$ cat config.mk
export PLATFORM = sky130hd
export DESIGN_NAME = pooling_layer_v2
export DESIGN_NICKNAME = d
export VERILOG_FILES = /design/src/rtl/pooling_layer_v2.sv
export SDC_FILE = /design/constraint.sdc
export NUM_CORES = 1
export LEC_CHECK = 0
export ABC_CLOCK_PERIOD_IN_PS = 14100
export BUFFER_PORTS_ARGS = -buffer_cell sky130_fd_sc_hd__buf_2
export CORE_MARGIN = 2
export CORE_UTILIZATION = 45
export CTS_CLUSTER_DIAMETER = 100
export CTS_CLUSTER_SIZE = 25
export DETAILED_ROUTE_END_ITERATION = 6
export PLACE_DENSITY = 0.71
export SLEW_MARGIN = 20
export SYNTH_ARGS = -nofsm -noshare
export SYNTH_HDL_FRONTEND = slang
export SYNTH_SLANG_ARGS = --single-unit
$ cat constraint.sdc
create_clock -name clk -period 14.1 [get_ports clk]
set_input_delay 0 -clock clk [delete_from_list [all_inputs] [get_ports clk]]
set_output_delay 0 -clock clk [all_outputs]
set_load 0.02 [all_outputs]
$ cat src/rtl/pooling_layer_v2.sv
// Streaming STRIDE x STRIDE max/average pooling over a raster-order multi-channel frame.
// Optional macro POOL_ROUND_EN: average mode rounds half-up instead of truncating.
module pooling_layer_v2 #(
  parameter int I_WIDTH      = 8,
  parameter int CHANNELS     = 3,
  parameter int IMAGE_WIDTH  = 64,
  parameter int IMAGE_HEIGHT = 32,
  parameter int STRIDE       = 2
) (
  input  logic                          clk,
  input  logic                          reset,
  input  logic                          clk_en,
  input  logic                          input_valid,
  input  logic                          pool_mode,
  input  logic [CHANNELS*I_WIDTH-1:0]   input_data,
  output logic [CHANNELS*I_WIDTH-1:0]   output_data,
  output logic                          valid,
  output logic                          frame_done
);

  localparam int LOG_S = $clog2(STRIDE);
  localparam int A_W   = I_WIDTH + 2*LOG_S;
  localparam int NWX   = IMAGE_WIDTH / STRIDE;
  localparam int NWY   = IMAGE_HEIGHT / STRIDE;
  localparam int XW    = (IMAGE_WIDTH > 1)  ? $clog2(IMAGE_WIDTH)  : 1;
  localparam int YW    = (IMAGE_HEIGHT > 1) ? $clog2(IMAGE_HEIGHT) : 1;
  localparam int WXW   = (NWX > 1) ? $clog2(NWX) : 1;

  typedef enum logic {IDLE, ACTIVE} state_t;

  state_t                        state_q, state_d;
  logic                          mode_q, mode_d;
  logic [XW-1:0]                 x_q, x_d;
  logic [YW-1:0]                 y_q, y_d;
  logic                          valid_q, valid_d;
  logic                          frame_done_q, frame_done_d;
  logic [CHANNELS*I_WIDTH-1:0]   output_data_q, output_data_d;
  logic [A_W-1:0]                acc_q [NWX][CHANNELS];
  logic [A_W-1:0]                acc_d [NWX][CHANNELS];

  logic                          accept, last_x, last_y, in_region;
  logic                          first_win, last_win, eff_mode;
  logic [WXW-1:0]                wx;
  logic [CHANNELS-1:0][A_W-1:0]  comb;
  logic [CHANNELS*I_WIDTH-1:0]   pooled;

  assign accept    = clk_en && input_valid;
  assign last_x    = (int'(x_q) == IMAGE_WIDTH-1);
  assign last_y    = (int'(y_q) == IMAGE_HEIGHT-1);
  // Trailing partial windows are counted through but never touch the buffer.
  assign in_region = (int'(x_q) < NWX*STRIDE) && (int'(y_q) < NWY*STRIDE);
  assign wx        = in_region ? WXW'(x_q >> LOG_S) : '0;
  assign first_win = (y_q[LOG_S-1:0] == '0) && (x_q[LOG_S-1:0] == '0);
  assign last_win  = (&y_q[LOG_S-1:0]) && (&x_q[LOG_S-1:0]);
  // The first pixel of a frame uses the live mode; later pixels use the latched one.
  assign eff_mode  = (state_q == IDLE) ? pool_mode : mode_q;

  for (genvar g = 0; g < CHANNELS; g++) begin : g_ch
    logic [A_W-1:0] samp, prev, avg_sum;
    assign samp    = A_W'(input_data[g*I_WIDTH +: I_WIDTH]);
    assign prev    = acc_q[wx][g];
    assign comb[g] = first_win ? samp :
                     eff_mode  ? prev + samp :
                     (samp > prev) ? samp : prev;
`ifdef POOL_ROUND_EN
    assign avg_sum = comb[g] + A_W'(2**(2*LOG_S-1));
`else
    assign avg_sum = comb[g];
`endif
    assign pooled[g*I_WIDTH +: I_WIDTH] = eff_mode ? I_WIDTH'(avg_sum >> (2*LOG_S))
                                                   : comb[g][I_WIDTH-1:0];
  end

  always_comb begin
    acc_d = acc_q;
    if (accept && in_region) begin
      for (int ch = 0; ch < CHANNELS; ch++) acc_d[wx][ch] = comb[ch];
    end
  end

  always_comb begin
    state_d       = state_q;
    mode_d        = mode_q;
    x_d           = x_q;
    y_d           = y_q;
    valid_d       = 1'b0;
    frame_done_d  = 1'b0;
    output_data_d = output_data_q;
    if (accept) begin
      if (last_x) begin
        x_d = '0;
        y_d = last_y ? '0 : y_q + 1'b1;
      end else begin
        x_d = x_q + 1'b1;
      end
      if (state_q == IDLE) begin
        mode_d  = pool_mode;
        state_d = ACTIVE;
      end
      if (last_x && last_y) begin
        state_d      = IDLE;
        frame_done_d = 1'b1;
      end
      if (in_region && last_win) begin
        valid_d       = 1'b1;
        output_data_d = pooled;
      end
    end
  end

  always_ff @(posedge clk) begin
    if (reset) begin
      state_q       <= IDLE;
      mode_q        <= 1'b0;
      x_q           <= '0;
      y_q           <= '0;
      valid_q       <= 1'b0;
      frame_done_q  <= 1'b0;
      output_data_q <= '0;
    end else begin
      state_q       <= state_d;
      mode_q        <= mode_d;
      x_q           <= x_d;
      y_q           <= y_d;
      valid_q       <= valid_d;
      frame_done_q  <= frame_done_d;
      output_data_q <= output_data_d;
    end
  end

  // Window buffer needs no reset: a window's first pixel always overwrites its entry.
  always_ff @(posedge clk) acc_q <= acc_d;

  assign output_data = output_data_q;
  assign valid       = valid_q;
  assign frame_done  = frame_done_q;

endmodule
* After elaboration in Yosys (flattened, before gate mapping)
Index checks and enable logic that the tools add are counted.
Operators by class: add/subtract/negate cells 5, reduce and logical (&&, ||, !) cells 8, order comparisons 5, bitwise operators 4, multiplexer cells 30, eq/ne operators 2
Operators by type and width (number):
- $bwmux 960 | 3
- $demux 30 s5 | 3
- $bmux 30 s5 | 1
- $mux 10 | 10
- $mux 30 | 3
- $add 10x8->10 | 3
- $gt 8x10->1 | 3
- $mux 8 | 3
- $mux 20 | 1
- $add 6x1->6 const B | 1
- $eq 6x1->1 const B | 1
- $ge 6x6->1 const B | 1
- $lt 6x1->1 const B | 1
- $mux 6 | 1
- $not 5->6 | 1
- $add 5x1->5 const B | 1
- $eq 5x1->1 const B | 1
- $logic_and 1x1->1 | 5
- $mux 5 | 1
- $mux 1 | 4
- $reduce_and 2->1 | 2
- $not 1->1 | 3
- $reduce_or 2->1 | 1
Storage, ports and cells: bits in registers 999, input port bits 29, logic and storage cells 157

* Longest topological paths before layout
word-level depth 11, depth in mapped cells 21, gate-level depth less buffers 15

* Worst setup path before layout
OpenSTA, ideal clock, no wires.
path type flip-flop to flip-flop, start reg x_q[1], end reg acc_q[100] (netlist name) (data pin), data required time 13646 ps, period minus slack after synthesis 5472 ps, data arrival time 5018 ps, buffers on the path 8, setup time 454 ps, stages on the path, launching flop included 20, path slack 8628 ps, path through dfxtp_1 buf_6 buf_6 buf_8 buf_6 buf_6 buf_4 buf_4 mux4_2 a22oi_1 nand4_1 inv_1 ha_1 a2111oi_0 o21ai_0 o22ai_1 or4_4 buf_6 a31oi_1 o21ai_0
RTL lines:
- start, declared | line 33 | logic [XW-1:0] x_q, x_d;
- start signal, assigned | line 115 | x_q <= '0;
- start signal, assigned | line 123 | x_q <= x_d;
- $not 5->6 (implied by the code) * | line 61 | assign prev = acc_q[wx][g];
- $bmux 30 s5 * | line 61
- $mux 30 (implied by the code) * (2 in series) | line 61
- $gt 8x10->1 | line 64 | (samp > prev) ? samp : prev;
- $mux 10 | line 64
- $mux 10 * | line 63 | eff_mode ? prev + samp :
- $mux 10 * | line 62 | assign comb[g] = first_win ? samp :
- net g_ch[1].avg_sum[0] | line 59 | logic [A_W-1:0] samp, prev, avg_sum;
- $bwmux 960 * (2 in series) | line 77 | for (int ch = 0; ch < CHANNELS; ch++) acc_d[wx][ch] = comb[ch];
- end signal, assigned | line 132 | always_ff @(posedge clk) acc_q <= acc_d;
- end, declared | line 38 | logic [A_W-1:0] acc_q [NWX][CHANNELS];
Mark *: on every way through the listed nets, which the timed path passes. The rest lies on a longest branch. The select of a mux whose other input is x is not followed. A chain may end at the register's enable or synchronous reset.

* Worst setup path in the final report
start reg x_q[2], end reg acc_q[626] (netlist name) (data pin)
Between the ends: longest elaborated chain between the ends 11
RTL lines (line):
- $not 5->6 (implied by the code) * | 61
- $bmux 30 s5 * | 61
- $mux 30 (implied by the code) * (2 in series) | 61
- $gt 8x10->1 | 64
- $mux 10 | 64
- $mux 10 * | 63
- $mux 10 * | 62
- net g_ch[0].avg_sum[6] | 59
- $bwmux 960 * (3 in series) | 77
Marked as above.

==> results.ini <==
[layout]
syn_to_final_growth_pct=8.379
final_core_util=0.4918
layout-drive-gt1-share=0.1242
layout.nets=2870

[run_status]
status=completed

[cts]
clock_latency_ps=650
clkTransAtPathRegs_ps=100
clock-sinks=999
tritoncts=built
ctsResizeCount=0
cts_inserted_buffers=46
clock-root-buffer=clkbuf_16
clock_path_buffers=3
htreeDepth=2

[timing]
min_period_ps=6826
rsz0062_at_grt=false
hold_viol=0
fmax_mhz=146.5
setup-tns-final_ps=0
fin_hold_ws_ps=89.75
worstMarginPinSlew_ps=1247
fin_crit_sh=0.4841
maxSlewViolCount=0
setup_viol=0
clock_skew_ps=41.97
max_slew_margin=0.1655

[placement]
port_buffers=54
dp.final_hpwl_um=74850
place.gp.congestion=0.9117

[logic_synthesis]
synth_cell_types=83
muxShareOfSynthArea=0.1203
yosysWarnings=0
syn-num-nets=2856
synth_ff_type=edfxtp_1
netlist_area_sq_um=42350
synth_top_family_by_area=multiplexers
synthAdderAreaFrac=0.01649
syn_area_per_cell_sq_um=15.27
synth_compound_area_frac=0.05909
synth-edff-count=960
synth-async-reset-ratio=0
synth-xor-area-share=0.005791
syn_inst=2773
synth_seq_cells=999
synth-simple-area-share=0.07118
ys_seq_area_frac=0.6992

[power]
power_density_nw_per_um2=112.9
p_leak_nw=14.33
peakVddDrop_v=0.00008525

[setup_path]
critPathLaunch=x_q[2]
reg2reg_from=x_q[2]
cp-start-kind=flip-flop
crit_slowest_cell=buf_4
cp-end-kind=flip-flop
crit_buf_inv=3
max_stage_delay_ps=930
path_class=reg2reg
cp_max_fo=114
required_ps=14390
cpLargestDelayFamily=simple AND/OR/NAND/NOR gates
crit_chain=buf_12, buf_4, mux2i_1, o22ai_1, nor4_1, nand2_1, inv_1, ha_1, nand4_1, o221ai_1, nand4_1, nor2_1, nand2_1, nand2_1, a22o_1
crit_top_cell=nand2_1
critPathArrivalTime_ps=7110

[detailed_routing]
firstDrtPassIters=6
drt_iter0_markers=3989
via_per_inst=6.344
routed-via-count=25890
ant_nets=0
drc_errors=0
wirelength_um=126700
wire_per_inst_um=31.04

[grt]
first_global_vias=24540
grt_max_degree=115
grt_usage=0.2563
grt_pass1_wl_um=178400
grt-ovfl-total=0
antenna_found_initial=8

[floorplanning]
die_area_sq_um=96580
die_h_um=310.8
core_area_sq_um=93330
rows=112
pin_count=55
start_util=0.4537
die_x_um=310.8

[worst_hold_path]
min_from=input_data[19]
hold_path_class=in2reg

[flow_run]
maxCapViolCount=0

## cell usage in the layout, fill, tap and decap left out, types with 5 or more instances in the layout
master and n:
buf_4 83, xnor2_1 16, o22ai_1 155, nand2b_1 9, and3_1 6, xor2_1 12, a22oi_1 46, nor2b_1 5
nor4_1 39, buf_2 54, clkbuf_1 34, nor3_1 15, nand2_1 102, dlygate4sd3_1 25, o21ai_0 19, o21a_1 5
a21oi_1 42, nand4_1 20, clkbuf_16 47, ha_1 51, nand3_1 19, o21bai_1 5, mux4_2 88, dfxtp_1 37
a211oi_1 5, nor2_4 33, o21ai_1 6, a31oi_1 17, edfxtp_1 960, o211ai_1 5, nor2_1 376, o31ai_1 8
or3_1 5, inv_1 49, mux2i_1 309, o221ai_1 5
## metal layers
metal | vias up | wire (um) | part of all wire | GRT usage
met5 | - | 53 | 0.00042 | 0
met4 | 8 | 4766 | 0.038 | 0.08904
met3 | 249 | 16050 | 0.13 | 0.06052
met2 | 1703 | 58810 | 0.46 | 0.4019
met1 | 13220 | 46990 | 0.37 | 0.3522
li1 | 10710 | - | - | -
## where the power goes
part | switching [W] | total [W] | internal (W)
logic | 0.000245 | 0.000341 | 0.0000962
registers | 0.00000386 | 0.00328 | 0.00327
clock network | 0.000919 | 0.00156 | 0.000645
total | 0.00117 | 0.00518 | 0.00401
## through the flow
step | instance area [sq um] | power, W | instances | worst slack [ps]
2_1_floorplan | 42350 | 0.003558 | 2773 | 8628
3_5_place_dp | 44190 | 0.003667 | 3968 | 7590
3_3_place_gp | 44190 | 0.003658 | 3968 | 7727
4_1_cts | 45810 | 0.005177 | 4079 | 7523
5_1_grt | 45890 | 0.005306 | 4079 | 6694
6_report | 45900 | 0.005183 | 4081 | 7274
## state kept, by name (all words and copies together), names as in the netlist
signal,cells
acc_q,960
frame_done,1
mode_q,1
output_data,24
state_q,1
valid,1
x_q,6
y_q,5
## worst reg2reg max path: stages, from the launching register on
cell and delay, ps:
dfxtp_4 740, buf_12 600, buf_4 990, mux2i_1 400
o22ai_1 100, nor4_1 360, nand2_1 200, inv_1 100
ha_1 250, nand4_1 160, o221ai_1 210, nand4_1 380
nor2_1 460, nand2_1 170, nand2_1 490, a22o_1 860
## layout make-up
class,count,area [sq um]
antenna,2,5.005
clock buffer,81,1304
clock inverter,5,62.56
fill,7789,47430
inverter,50,187.7
multi-input combinational,1525,11970
sequential,999,29620
tap,1254,1569
timing repair buffer,165,1186
## path summary, 6_finish.rpt
check / endpoint / slack [ps] / cells after the start
max: acc_q[626] / 7270 / 15
min: output_data[19] / 90 / 5
max reg2reg: acc_q[626] / 7270 / 15
min reg2reg: output_data[16] / 460 / 2
## kinds of logic after synthesis
| family | count (synthesis) |
|---|---|
| DFF | 999 |
| and+or+nand+nor | 670 |
| muxes | 399 |
| AOI/OAI and AO/OA | 374 |
| buffers and inverters | 249 |
| adders and majority gates | 54 |
| xor gates and xnor gates | 28 |
## cell usage after synthesis, drive strengths merged (5+ instances only)
cell type  instances  area share
buf              104       0.015
o21a               5     0.00089
dfxtp             39       0.018
nand2            103      0.0091
mux4              88       0.047
nor4              40      0.0059
or3                5     0.00074
clkbuf            95      0.0085
mux2i            310       0.073
nand4             21      0.0035
o31ai              8      0.0014
a31oi             17      0.0025
a211oi             5     0.00089
ha                51       0.015
nand2b             9      0.0013
o21ai             30      0.0036
edfxtp           960        0.68
o211ai             6      0.0012
o22ai            157       0.023
nor2             409       0.036
o221ai             5      0.0010
and3               6     0.00089
a21oi             45      0.0053
xor2              12      0.0025
nand3             19      0.0022
a22oi             49      0.0090
nor3              16      0.0019
nor2b              5     0.00074
o21bai             5     0.00089
inv               50      0.0044
xnor2             16      0.0033
## repair_timing
| item | in CTS | in global routing |
|---|---|---|
| setup buffers | 0 | 0 |
| endpoints found under the hold margin | 55 | 0 |
| endpoints found under the setup margin | 0 | 0 |
| hold buffers | 25 | 0 |
No activity file was read; power rests on OpenSTA's default activity.
